File: src/rtl/fetch_redirect_unit.sv
// -----------------------------------------------------------------------------
// fetch_redirect_unit
//
// IF-stage owner of the fetch PC. The unit advances the PC sequentially and
// accepts a redirect resolved in execute (pcSrcE/pcTargetE). It also produces
// the decode/execute squash strobes. A redirect that arrives while fetch is
// stalled is captured and replayed when the stall releases.
//
// Optional feature macro: FETCH_REDIRECT_STATS_EN
//   When defined, the unit adds a saturating 32-bit redirect counter on the
//   output redirCount.
//
// Ports:
//   clk          in   system clock, all state on rising edge
//   rst          in   synchronous active-high reset
//   stallF       in   hold fetch PC this cycle
//   pcSrcE       in   execute-stage redirect request
//   pcTargetE    in   execute-stage redirect target [ADDR_W]
//   pcF          out  current fetch PC (registered) [ADDR_W]
//   pcPlus4F     out  pcF + PC_INC (combinational) [ADDR_W]
//   flushD       out  squash IF/ID this cycle (combinational)
//   flushE       out  squash ID/EX this cycle (combinational)
//   redirPending out  captured redirect waiting for stall release (registered)
//   redirCount   out  redirect load counter [32] (FETCH_REDIRECT_STATS_EN only)
// -----------------------------------------------------------------------------
module fetch_redirect_unit #(
    parameter int unsigned       ADDR_W   = 32,
    parameter logic [ADDR_W-1:0] RESET_PC = ADDR_W'(32'h0000_0000),
    parameter int unsigned       PC_INC   = 4
) (
    input  logic              clk,
    input  logic              rst,
    input  logic              stallF,
    input  logic              pcSrcE,
    input  logic [ADDR_W-1:0] pcTargetE,
    output logic [ADDR_W-1:0] pcF,
    output logic [ADDR_W-1:0] pcPlus4F,
    output logic              flushD,
    output logic              flushE,
    output logic              redirPending
`ifdef FETCH_REDIRECT_STATS_EN
    ,
    output logic [31:0]       redirCount
`endif
);

    typedef enum logic [0:0] {
        ST_RUN  = 1'b0,
        ST_HOLD = 1'b1
    } state_t;

    // Targets are word addresses, so the two low bits are always cleared.
    function automatic logic [ADDR_W-1:0] align_target(input logic [ADDR_W-1:0] addr);
        return addr & ~{{(ADDR_W-2){1'b0}}, 2'b11};
    endfunction

    state_t            state_r;
    state_t            state_next_s;
    logic [ADDR_W-1:0] pc_r;
    logic [ADDR_W-1:0] pc_next_s;
    logic [ADDR_W-1:0] pend_target_r;
    logic [ADDR_W-1:0] pend_target_next_s;
    logic              redir_pending_r;
    logic              load_target_s;
    logic              flush_d_s;
    logic              flush_e_s;

    // Sequential increment wraps modulo 2^ADDR_W, with no carry out.
    assign pcPlus4F     = pc_r + ADDR_W'(PC_INC);
    assign pcF          = pc_r;
    assign redirPending = redir_pending_r;
    assign flushD       = flush_d_s;
    assign flushE       = flush_e_s;

    // State, PC and pending-target registers.
    always_ff @(posedge clk) begin
        if (rst) begin
            state_r         <= ST_RUN;
            pc_r            <= RESET_PC;
            pend_target_r   <= {ADDR_W{1'b0}};
            redir_pending_r <= 1'b0;
        end else begin
            state_r         <= state_next_s;
            pc_r            <= pc_next_s;
            pend_target_r   <= pend_target_next_s;
            redir_pending_r <= (state_next_s == ST_HOLD);
        end
    end

    // Next state, next PC and pending-target capture.
    always_comb begin
        state_next_s       = state_r;
        pc_next_s          = pc_r;
        pend_target_next_s = pend_target_r;
        load_target_s      = 1'b0;
        case (state_r)
            ST_RUN: begin
                if (pcSrcE) begin
                    if (stallF) begin
                        // Fetch is frozen, so park the target until the stall releases.
                        pend_target_next_s = align_target(pcTargetE);
                        state_next_s       = ST_HOLD;
                    end else begin
                        pc_next_s     = align_target(pcTargetE);
                        load_target_s = 1'b1;
                    end
                end else if (!stallF) begin
                    pc_next_s = pcPlus4F;
                end else begin
                    pc_next_s = pc_r;
                end
            end
            ST_HOLD: begin
                // A new pcSrcE here comes from a wrong-path instruction and is dropped.
                if (!stallF) begin
                    pc_next_s     = pend_target_r;
                    load_target_s = 1'b1;
                    state_next_s  = ST_RUN;
                end else begin
                    state_next_s = ST_HOLD;
                end
            end
            default: begin
                state_next_s = ST_RUN;
            end
        endcase
    end

    // Flush strobes decoded from the current state and inputs, for one cycle per event.
    always_comb begin
        flush_d_s = 1'b0;
        flush_e_s = 1'b0;
        if (rst) begin
            flush_d_s = 1'b0;
            flush_e_s = 1'b0;
        end else begin
            case (state_r)
                ST_RUN: begin
                    // E squashes on every accepted redirect. D squashes only when the
                    // PC actually moves, because a stalled IF/ID is held, not refilled.
                    flush_e_s = pcSrcE;
                    flush_d_s = pcSrcE & ~stallF;
                end
                ST_HOLD: begin
                    // flushE was already issued at capture time.
                    flush_e_s = 1'b0;
                    flush_d_s = ~stallF;
                end
                default: begin
                    flush_d_s = 1'b0;
                    flush_e_s = 1'b0;
                end
            endcase
        end
    end

`ifdef FETCH_REDIRECT_STATS_EN
    logic [31:0] redir_count_r;

    assign redirCount = redir_count_r;

    // Saturating count of cycles in which pcF is loaded from a redirect target.
    always_ff @(posedge clk) begin
        if (rst) begin
            redir_count_r <= 32'h0000_0000;
        end else if (load_target_s && (redir_count_r != 32'hFFFF_FFFF)) begin
            redir_count_r <= redir_count_r + 32'd1;
        end else begin
            redir_count_r <= redir_count_r;
        end
    end
`endif

endmodule

File: config.mk
export PLATFORM = sky130hd
export DESIGN_NAME = fetch_redirect_unit
export DESIGN_NICKNAME = d
export VERILOG_FILES = /design/src/rtl/fetch_redirect_unit.sv
export SDC_FILE = /design/constraint.sdc
export NUM_CORES = 1
export LEC_CHECK = 0
export ABC_CLOCK_PERIOD_IN_PS = 2050
export BUFFER_PORTS_ARGS = -buffer_cell sky130_fd_sc_hd__buf_2
export CAP_MARGIN = 20
export CORE_MARGIN = 2
export CORE_UTILIZATION = 47
export CTS_CLUSTER_DIAMETER = 50
export CTS_CLUSTER_SIZE = 12
export DETAILED_ROUTE_END_ITERATION = 8
export PLACE_DENSITY = 0.76
export SLEW_MARGIN = 20
export SYNTH_ARGS = -nofsm -noshare
export SYNTH_HDL_FRONTEND = slang
export SYNTH_SLANG_ARGS = --single-unit
File: constraint.sdc
create_clock -name clk -period 2.05 [get_ports clk]
set_input_delay 0.3075 -clock clk [delete_from_list [all_inputs] [get_ports clk]]
set_output_delay 0.3075 -clock clk [all_outputs]
set_load 0.01 [all_outputs]
==> impl_metrics.json, run 1 <==
{
  "status": "finished with violations",
  "violations": "negative setup slack",
  "vias": 4281,
  "cts_buffers": 9,
  "post-route-period-util_pct": 118.4,
  "fin_worst_skew_ns": 0.01078,
  "syn_area_um2": 3542,
  "via_per_inst": 5.809,
  "hold_viol": 0,
  "diodes": 0,
  "endpoint_kind": "output pin",
  "critPathKind": "flop to output pin",
  "critPathMaxFanout": 2,
  "pin_count": 103,
  "fin_ws_ns": -0.3778,
  "fin_nets": 670,
  "rrSetupSlack_ns": -0.34,
  "h-tree-depth": 3,
  "hp-class": "input port to flop",
  "drc_errors": 0,
  "drt-pass1-iter-count": 5,
  "fill_cells": 588,
  "ys_seq_area_share_pct": 34.48,
  "seqPwrFrac_pct": 43.4,
  "rsz0062_at_grt": "true",
  "grt_pass1_wl_mm": 19.04,
  "antenna_found_initial": 0,
  "worstMarginPinSlew_ns": 0.5076,
  "dpl.hpwl_mm": 7.936,
  "clk_pin_slew_ns": 0.07,
  "max_stage_delay_ns": 0.54,
  "die_h_um": 90.81,
  "path_common_cell": "or4_4",
  "cts.path.max_buffers": 2,
  "synth_cell_types": 50,
  "p_clk_share_pct": 35.9,
  "start_util_pct": 48.58,
  "syn_inst": 481,
  "cp.buffers_inverters": 1,
  "synth_seq_cells": 61,
  "drv_slew": 0,
  "period_needed_ns": 2.428,
  "final_area_um2": 5070,
  "cp_cell_sequence": "nand4_1 -> or4_4 -> or4_4 -> xnor2_4 -> buf_2",
  "slowest_stage": "or4_4",
  "cts_root_buffer": "clkbuf_8",
  "yosysWarnings": 0,
  "first_global_vias": 3802,
  "syn_area_per_cell_um2": 7.364,
  "place_inst": 693,
  "io_buffers": 96,
  "ir_drop_v": 0.0004035,
  "ff2ff_path_depth": 9,
  "overflow": 0,
  "synthArstFlopShare_pct": 0,
  "layoutNonFillerInstCount": 737,
  "maxSlewHeadroom_pct": 66.03,
  "p_switching_w": 0.0008946,
  "gr-usage-all-layers_pct": 28.53,
  "synthFlopType": "dfxtp_1",
  "syn2layout_area_growth_pct": 43.13,
  "routed_wl_mm": 12.26,
  "final_common_cell": "buf_2",
  "detail-route-antenna-nets": 0,
  "combPwrFrac_pct": 20.7,
  "cts_tree": "built",
  "postPlaceCellArea_um2": 4427,
  "final_cell_mix": "buf_2, nand2_1, buf_4",
  "fp-row-count": 31,
  "cts.sink_count": 61,
  "clock_latency_ns": 0.35,
  "regToRegEndpoint": "pcF[25]$_SDFFE_PP0P_",
  "synth-edff-count": 0,
  "max_freq_mhz": 411.9,
  "grt_max_degree": 41,
  "fp.dieW_um": 90.81,
  "switching_share_pct": 29.87,
  "r2r_start": "pcF[5]$_SDFFE_PP0P_",
  "whs_path_depth": 3,
  "min-delay-start": "pcTargetE[11]",
  "coreArea_um2": 7292,
  "required_ns": 1.74,
  "place_congestion": 0.9268,
  "min_to": "pend_target_r[11]$_SDFFE_PP0P_",
  "cellPowerDensity_nw_per_um2": 590.8,
  "routedWlPerCell_um": 16.63,
  "dieArea_um2": 8246,
  "p_leak_nw": 2.287,
  "final-setup-viol-count": 18,
  "layout-drive-gt1-share_pct": 37.77,
  "hold_ws_ns": 0.2023,
  "crit_family": "simple AND/OR/NAND/NOR gates",
  "cap_violations": 0,
  "internal_power_w": 0.002101,
  "worst-endpoint-arrival_ns": 2.12,
  "critPathLaunchType": "flop",
  "finish.utilization_pct": 69.53,
  "drt_iter0_drc": 387
}
## cell families after synthesis
logic type,Yosys count,share of synthesized area [%]
compound gates,135,23.60
flops,61,34.48
other cells,1,0.1059
fa+ha+maj,1,0.3532
mux,9,2.579
xor+xnor,28,6.923
buf+inv,52,6.005
simple gates,194,25.96
## layer usage
metal | GRT usage, % | up-vias | part of all wire [%]
met5 | 0 | - | 0
met4 | 14.39 | 0 | 2.7
met3 | 4.174 | 29 | 8.6
met2 | 45.15 | 238 | 48
met1 | 37.91 | 2008 | 41
li1 | - | 2006 | -
## stage by stage
step | total power [W] | TNS, ns | setup WS, ns
2_1_floorplan | 0.001665 | -0.02563 | -0.02563
4_1_cts | 0.002983 | -2.188 | -0.3648
3_3_place_gp | 0.001896 | -0.02250 | -0.01876
5_1_grt | 0.003113 | -5.076 | -0.4305
3_5_place_dp | 0.001912 | -0.08164 | -0.04729
6_report | 0.002995 | -3.414 | -0.3778
## worst max-delay path by stage
| stage | depth (start not counted) | to | startpoint | slack (ns) |
|---|---|---|---|---|
| 2_1_floorplan | 5 | pcPlus4F[25] | pcF[10]$_SDFFE_PP0P_ | -0.03 |
| 3_3_place_gp | 5 | pcPlus4F[25] | pcF[3]$_SDFFE_PP0P_ | -0.02 |
| 3_5_place_dp | 6 | pcF[25]$_SDFFE_PP0P_ | pcF[4]$_SDFFE_PP0P_ | -0.05 |
| 4_1_cts | 5 | pcPlus4F[25] | pcF[2]$_SDFFE_PP0P_ | -0.36 |
| 5_1_grt | 5 | pcPlus4F[25] | pcF[3]$_SDFFE_PP0P_ | -0.43 |
| 6_report | 5 | pcPlus4F[25] | pcF[5]$_SDFFE_PP0P_ | -0.38 |
## cell usage after synthesis, drive strengths merged (4+ instances only)
cell type  count  area, um^2
nor3b          4       30.03
mux2i          8       80.08
nand3         17       85.08
buf            7       42.54
o21ai         17       85.08
xor2           4       35.03
clkbuf        33       125.1
a31oi          4       25.02
o211ai         5       37.54
and3          17       106.4
nand2         94       352.8
a22o           5       43.79
nand4         12       81.33
o32ai          6       52.55
inv           11       41.29
nor4           6       37.54
xnor2         24       210.2
dfxtp         61        1221
o31ai          7       57.55
a21o           6       45.04
a21oi         65       325.3
nor2          26       97.59
## final cells by class
type | count | area, um^2 | share of cell area, %
inverters | 12 | 45.04 | 0.8885
well taps | 99 | 123.9 | 2.443
clock inverters | 5 | 50.05 | 0.9872
clock buffers | 11 | 141.4 | 2.789
multi-input cells | 371 | 2322 | 45.80
flip-flops and latches | 61 | 1241 | 24.48
repair buffers | 178 | 1146 | 22.61
## worst min-delay path: cells and delay by family
kind / cells / cell delay [ns]
buffers and inverters: 1 / 0.10
AO/OA/AOI/OAI: 1 / 0.05
AND/OR/NAND/NOR: 1 / 0.04
## repair_timing
item	in CTS	in global routing
cloned	1	0
pin swaps	8	10
resized for setup	37	15
hold buffers	0	0
buffers inserted	14	13
setup endpoints to repair	22	23
## power groups by stage
| stage | clock (W) | sequential, W | combinational, W |
|---|---|---|---|
| after floorplan | 0 | 0.00135 | 0.000310 |
| after global placement | 0 | 0.00132 | 0.000579 |
| after detailed placement | 0 | 0.00132 | 0.000592 |
| after CTS | 0.00108 | 0.00130 | 0.000603 |
| after global routing | 0.00114 | 0.00131 | 0.000670 |
| final | 0.00108 | 0.00130 | 0.000620 |
## state kept, by name (all words and copies together), names as in the netlist
register,count
pend_target_r,30
pcF,30
redirPending,1
(Power assumes the default switching activity.)
==> inputs of run 2 (changes only) <==
--- a/config.mk
+++ b/config.mk
@@ -13,7 +13,7 @@
 export CTS_CLUSTER_DIAMETER = 50
 export CTS_CLUSTER_SIZE = 12
 export DETAILED_ROUTE_END_ITERATION = 8
-export PLACE_DENSITY = 0.76
+export PLACE_DENSITY = 0.77
 export SLEW_MARGIN = 20
 export SYNTH_ARGS = -nofsm -noshare
 export SYNTH_HDL_FRONTEND = slang
==> run 2 against run 1 <==
Count of clock-buffer cells in the layout is 1 higher. Power is 4.5% higher. The flow still finishes with violations (negative setup slack). Register-to-register slack better by 0.16 ns. Via count decreased by 4.9%. Worst hold slack about the same. Core utilization down 2.5 points. Cell area shrank 3.6%. Sequential share of layout area rose by 0.81 points.
==> impl_metrics.json, run 2 (synthesis results as in run 1) <==
{
  "cts.sink_count": 61,
  "max_freq_mhz": 413.7,
  "via_per_inst": 5.648,
  "drt-pass1-iter-count": 5,
  "p_switching_w": 0.0008705,
  "rrSetupSlack_ns": -0.18,
  "cts_tree": "built",
  "critPathKind": "flop to output pin",
  "overflow": 0,
  "p_clk_share_pct": 39.2,
  "fill_cells": 640,
  "clk_pin_slew_ns": 0.07,
  "first_global_vias": 3833,
  "critPathLaunchType": "flop",
  "final_common_cell": "buf_2",
  "cts.path.max_buffers": 2,
  "post-route-period-util_pct": 117.9,
  "final_area_um2": 4888,
  "seqPwrFrac_pct": 41.5,
  "final-setup-viol-count": 22,
  "internal_power_w": 0.002260,
  "hold_ws_ns": 0.2020,
  "coreArea_um2": 7292,
  "vias": 4072,
  "die_h_um": 90.81,
  "hp-class": "input port to flop",
  "violations": "negative setup slack",
  "endpoint_kind": "output pin",
  "final_cell_mix": "buf_2, nand2_1, a21oi_1",
  "cellPowerDensity_nw_per_um2": 640.5,
  "routedWlPerCell_um": 15.52,
  "combPwrFrac_pct": 19.4,
  "cts_buffers": 9,
  "fin_nets": 654,
  "dpl.hpwl_mm": 7.655,
  "switching_share_pct": 27.80,
  "diodes": 0,
  "postPlaceCellArea_um2": 4449,
  "required_ns": 1.74,
  "fin_ws_ns": -0.3674,
  "period_needed_ns": 2.417,
  "routed_wl_mm": 11.19,
  "h-tree-depth": 3,
  "drv_slew": 0,
  "slowest_stage": "or4_4",
  "grt_max_degree": 37,
  "pin_count": 103,
  "io_buffers": 96,
  "cap_violations": 0,
  "p_leak_nw": 2.191,
  "antenna_found_initial": 0,
  "ir_drop_v": 0.0003267,
  "max_stage_delay_ns": 0.55,
  "worst-endpoint-arrival_ns": 2.11,
  "start_util_pct": 48.58,
  "dieArea_um2": 8246,
  "path_common_cell": "or4_4",
  "clock_latency_ns": 0.34,
  "fp-row-count": 31,
  "drc_errors": 0,
  "cp_cell_sequence": "nand4_4 -> or4_4 -> or4_4 -> xnor2_4 -> buf_2",
  "dpl_worst_slack_ns": -0.01554,
  "detail-route-antenna-nets": 0,
  "cts_root_buffer": "clkbuf_8",
  "grt_pass1_wl_mm": 18.19,
  "drt_iter0_drc": 314,
  "fp.dieW_um": 90.81,
  "layout-drive-gt1-share_pct": 34.08,
  "status": "finished with violations",
  "syn2layout_area_growth_pct": 38.01,
  "finalPower_w": 0.003131,
  "hold_viol": 0,
  "fin_worst_skew_ns": 0.009268,
  "finish.utilization_pct": 67.04,
  "rsz0062_at_grt": "true",
  "critPathMaxFanout": 4,
  "place_congestion": 0.9198,
  "gr-usage-all-layers_pct": 27.07
}
## run 2: cell count changes in the layout (fill, tap and decap cells not counted), sizes merged
cell           before  now
bufinv              1    2
clkinv              5    3
buf               178  161
clkdlybuf4s15       0    1
clkbuf             11   12
## run 2: final cells by class
cell class	count	area (um^2)	share of cell area [%]
clock inverters	4	70.07	1.433
clock buffers	12	155.1	3.174
well taps	99	123.9	2.534
repair buffers	162	1002	20.50
multi-input cells	371	2256	46.15
flip-flops and latches	61	1236	25.29
inverters	12	45.04	0.9214
## run 2: metal layers
layer  part of all wire (%)  routed length, um  track usage [%]  vias up
met1                     44               4898            35.63     1893
met2                     47               5211            44.84      191
met5                      0                  0                0        -
li1                       -                  -                -     1969
met3                    8.0                892            4.424       19
met4                    1.6                184            9.722        0
## run 2: metrics by stage
stage	cells	setup TNS, ns
2_1_floorplan	484	-0.02563
4_1_cts	720	-4.678
6_report	721	-3.437
3_5_place_dp	696	-0.01828
3_3_place_gp	696	-0.001448
5_1_grt	721	-5.887
## run 2: worst max-delay path, delay by kind of cell (launching register included)
kind / cells / cell delay (ns)
XOR/XNOR: 1 / 0.14
buffers and inverters: 1 / 0.13
flip-flops: 1 / 0.35
AND/OR/NAND/NOR: 3 / 1.14
## run 2: path summary, 6_finish.rpt
path,to,from,depth (start not counted)
max,pcPlus4F[25],pcF[9]$_SDFFE_PP0P_,5
min,pend_target_r[17]$_SDFFE_PP0P_,pcTargetE[17],3
max reg2reg,pcF[25]$_SDFFE_PP0P_,pcF[9]$_SDFFE_PP0P_,7
min reg2reg,pend_target_r[9]$_SDFFE_PP0P_,pend_target_r[9]$_SDFFE_PP0P_,2
## run 2: power by group through the flow
stage | clock (W) | sequential [W] | combinational (W)
global placement | 0 | 0.00132 | 0.000575
finish | 0.00123 | 0.00130 | 0.000607
detailed placement | 0 | 0.00132 | 0.000584
global route | 0.00130 | 0.00131 | 0.000663
floorplan | 0 | 0.00135 | 0.000310
CTS | 0.00123 | 0.00130 | 0.000594
## run 2: repair_timing
item	CTS	global route
pin swaps	4	1
hold buffers	0	0
setup endpoints to repair	23	26
resized for setup	19	9
gates cloned	1	0
endpoints found under the hold margin	0	0
setup buffers	7	1
==> inputs of run 3 (changes only) <==
--- a/config.mk
+++ b/config.mk
@@ -5,7 +5,7 @@
 export SDC_FILE = /design/constraint.sdc
 export NUM_CORES = 1
 export LEC_CHECK = 0
-export ABC_CLOCK_PERIOD_IN_PS = 2050
+export ABC_CLOCK_PERIOD_IN_PS = 2200
 export BUFFER_PORTS_ARGS = -buffer_cell sky130_fd_sc_hd__buf_2
 export CAP_MARGIN = 20
 export CORE_MARGIN = 2
==> constraint.sdc (replaced) <==
create_clock -name clk -period 2.2 [get_ports clk]
set_input_delay 0.33 -clock clk [delete_from_list [all_inputs] [get_ports clk]]
set_output_delay 0.33 -clock clk [all_outputs]
set_load 0.01 [all_outputs]
==> run 3 against run 2 <==
The flow still finishes with violations (negative setup slack). Count of clock-buffer cells in the layout stayed put. Worst setup slack better by 0.11 ns. Clock skew is essentially flat. Core utilization down 0.72 points. Global-route usage is 1.1 points lower. Critical path depth unchanged. Sequential power fell by 6%. Worst hold slack better by 0.022 ns. Cell area decreased by 1.1%. Power down 6.5%. Wire length increased by 0.34%. Combinational power is 11% lower. Critical endpoint unchanged. Largest power group unchanged. Highest routed layer unchanged.
==> impl_metrics.json, run 3 (synthesis results as in run 1) <==
{
  "coreArea_um2": 7292,
  "hp-class": "input port to flop",
  "routed_wl_mm": 11.23,
  "seqPwrFrac_pct": 41.7,
  "final_common_cell": "buf_2",
  "worstMarginPinSlew_ns": 0.5040,
  "fp.dieW_um": 90.81,
  "maxSlewHeadroom_pct": 66.36,
  "fin_nets": 644,
  "fill_cells": 622,
  "place_congestion": 0.8737,
  "cts_tree": "built",
  "max_freq_mhz": 407.5,
  "internal_power_w": 0.002097,
  "crit_family": "simple AND/OR/NAND/NOR gates",
  "dpl.hpwl_mm": 7.627,
  "h-tree-depth": 3,
  "critPathMaxFanout": 3,
  "fp-row-count": 31,
  "final_cell_mix": "buf_2, nand2_1, a21oi_1",
  "first_global_vias": 3584,
  "period_needed_ns": 2.454,
  "hold_ws_ns": 0.2242,
  "critPathKind": "flop to output pin",
  "syn2layout_area_growth_pct": 36.52,
  "max_stage_delay_ns": 0.53,
  "holdBufCountCts": 0,
  "violations": "negative setup slack",
  "pin_count": 103,
  "diodes": 0,
  "overflow": 0,
  "vias": 4059,
  "p_leak_nw": 2.148,
  "detail-route-antenna-nets": 0,
  "cp_cell_sequence": "nand4_1 -> or4_4 -> or4_4 -> xnor2_4 -> buf_2",
  "final-setup-viol-count": 9,
  "path_common_cell": "or4_4",
  "combPwrFrac_pct": 18.6,
  "fin_worst_skew_ns": 0.009055,
  "gr-usage-all-layers_pct": 26.00,
  "ir_drop_v": 0.0003423,
  "final_area_um2": 4836,
  "required_ns": 1.87,
  "grt_pass1_wl_mm": 17.48,
  "start_util_pct": 48.58,
  "fin_ws_ns": -0.2538,
  "post-route-period-util_pct": 111.5,
  "switching_share_pct": 28.42,
  "drt-pass1-iter-count": 5,
  "clk_pin_slew_ns": 0.07,
  "p_switching_w": 0.0008323,
  "drv_slew": 0,
  "cts_root_buffer": "clkbuf_8",
  "io_buffers": 96,
  "endpoint_kind": "output pin",
  "layout-drive-gt1-share_pct": 34.48,
  "finalPower_w": 0.002929,
  "clock_latency_ns": 0.35,
  "postPlaceCellArea_um2": 4324,
  "rsz0062_at_grt": "true",
  "cellPowerDensity_nw_per_um2": 605.6,
  "via_per_inst": 5.709,
  "dieArea_um2": 8246,
  "cts.path.max_buffers": 2,
  "routedWlPerCell_um": 15.79,
  "worst-endpoint-arrival_ns": 2.12,
  "drc_errors": 0,
  "die_h_um": 90.81,
  "antenna_found_initial": 0,
  "cap_violations": 0,
  "slowest_stage": "or4_4",
  "cts.sink_count": 61,
  "cp.buffers_inverters": 1,
  "critPathLaunchType": "flop",
  "hold_viol": 0,
  "cts_buffers": 9,
  "p_clk_share_pct": 39.7,
  "status": "finished with violations",
  "drt_iter0_drc": 360,
  "grt_max_degree": 35
}
-- run 3: cell types whose count changed in the layout (fill, tap and decap cells not counted), sizes merged --
cell           previous run  this run
buf                     161       152
clkdlybuf4s15             1         0
-- run 3: power by group through the flow --
stage	Combinational, W	Clock, W	Sequential (W)
2_1_floorplan	0.000288	0	0.00126
3_3_place_gp	0.000511	0	0.00124
3_5_place_dp	0.000518	0	0.00124
4_1_cts	0.000522	0.00117	0.00122
5_1_grt	0.000593	0.00121	0.00123
6_report	0.000543	0.00116	0.00122
-- run 3: worst reg2reg max path: stages (launching register included) --
cell and delay [ns]:
dfxtp_2 0.35, nand4_1 0.15, or4_4 0.53, or4_4 0.48
buf_4 0.17, a21o_1 0.15, a22o_1 0.17
-- run 3: final timing paths --
| check | startpoint | end | slack [ns] | cells after the start |
|---|---|---|---|---|
| worst max-delay path | pcF[2]$_SDFFE_PP0P_ | pcPlus4F[25] | -0.25 | 5 |
| worst min-delay path | pcTargetE[18] | pend_target_r[18]$_SDFFE_PP0P_ | 0.22 | 3 |
| worst max register to register | pcF[2]$_SDFFE_PP0P_ | pcF[25]$_SDFFE_PP0P_ | 0.11 | 6 |
| worst min register to register | pend_target_r[14]$_SDFFE_PP0P_ | pend_target_r[14]$_SDFFE_PP0P_ | 0.45 | 2 |
-- run 3: cell type report --
class / instances / area [um^2] / share of cell area [%]
Timing Repair Buffer: 152 / 919.6 / 19.02
Multi-Input combinational cell: 371 / 2276 / 47.06
Clock buffer: 12 / 155.1 / 3.208
Tap cell: 99 / 123.9 / 2.561
Inverter: 12 / 45.04 / 0.9314
Sequential cell: 61 / 1246 / 25.77
Clock inverter: 4 / 70.07 / 1.449
-- run 3: metal layers --
layer	share of wire, %	routed length, um	track usage [%]
met1	43	4787	33.82
met2	48	5344	41.92
met3	8.1	911	6.594
met4	1.6	181	9.091
met5	0	0	0
-- run 3: through the flow --
step / setup TNS, ns / instances / utilization, % / setup WS [ns]
after floorplan: 0 / 484 / - / 0.05050
after global placement: 0 / 681 / 59.30 / 0.09567
after detailed placement: 0 / 681 / 59.30 / 0.08709
after CTS: -2.165 / 700 / 63.25 / -0.2640
after global routing: -1.838 / 711 / 66.32 / -0.2974
final: -0.7160 / 711 / 66.32 / -0.2538
-- run 3: timing repair --
item	in CTS	in global routing
endpoints found under the setup margin	16	21
gates resized for setup	17	32
pin swaps	1	13
setup buffers	3	11
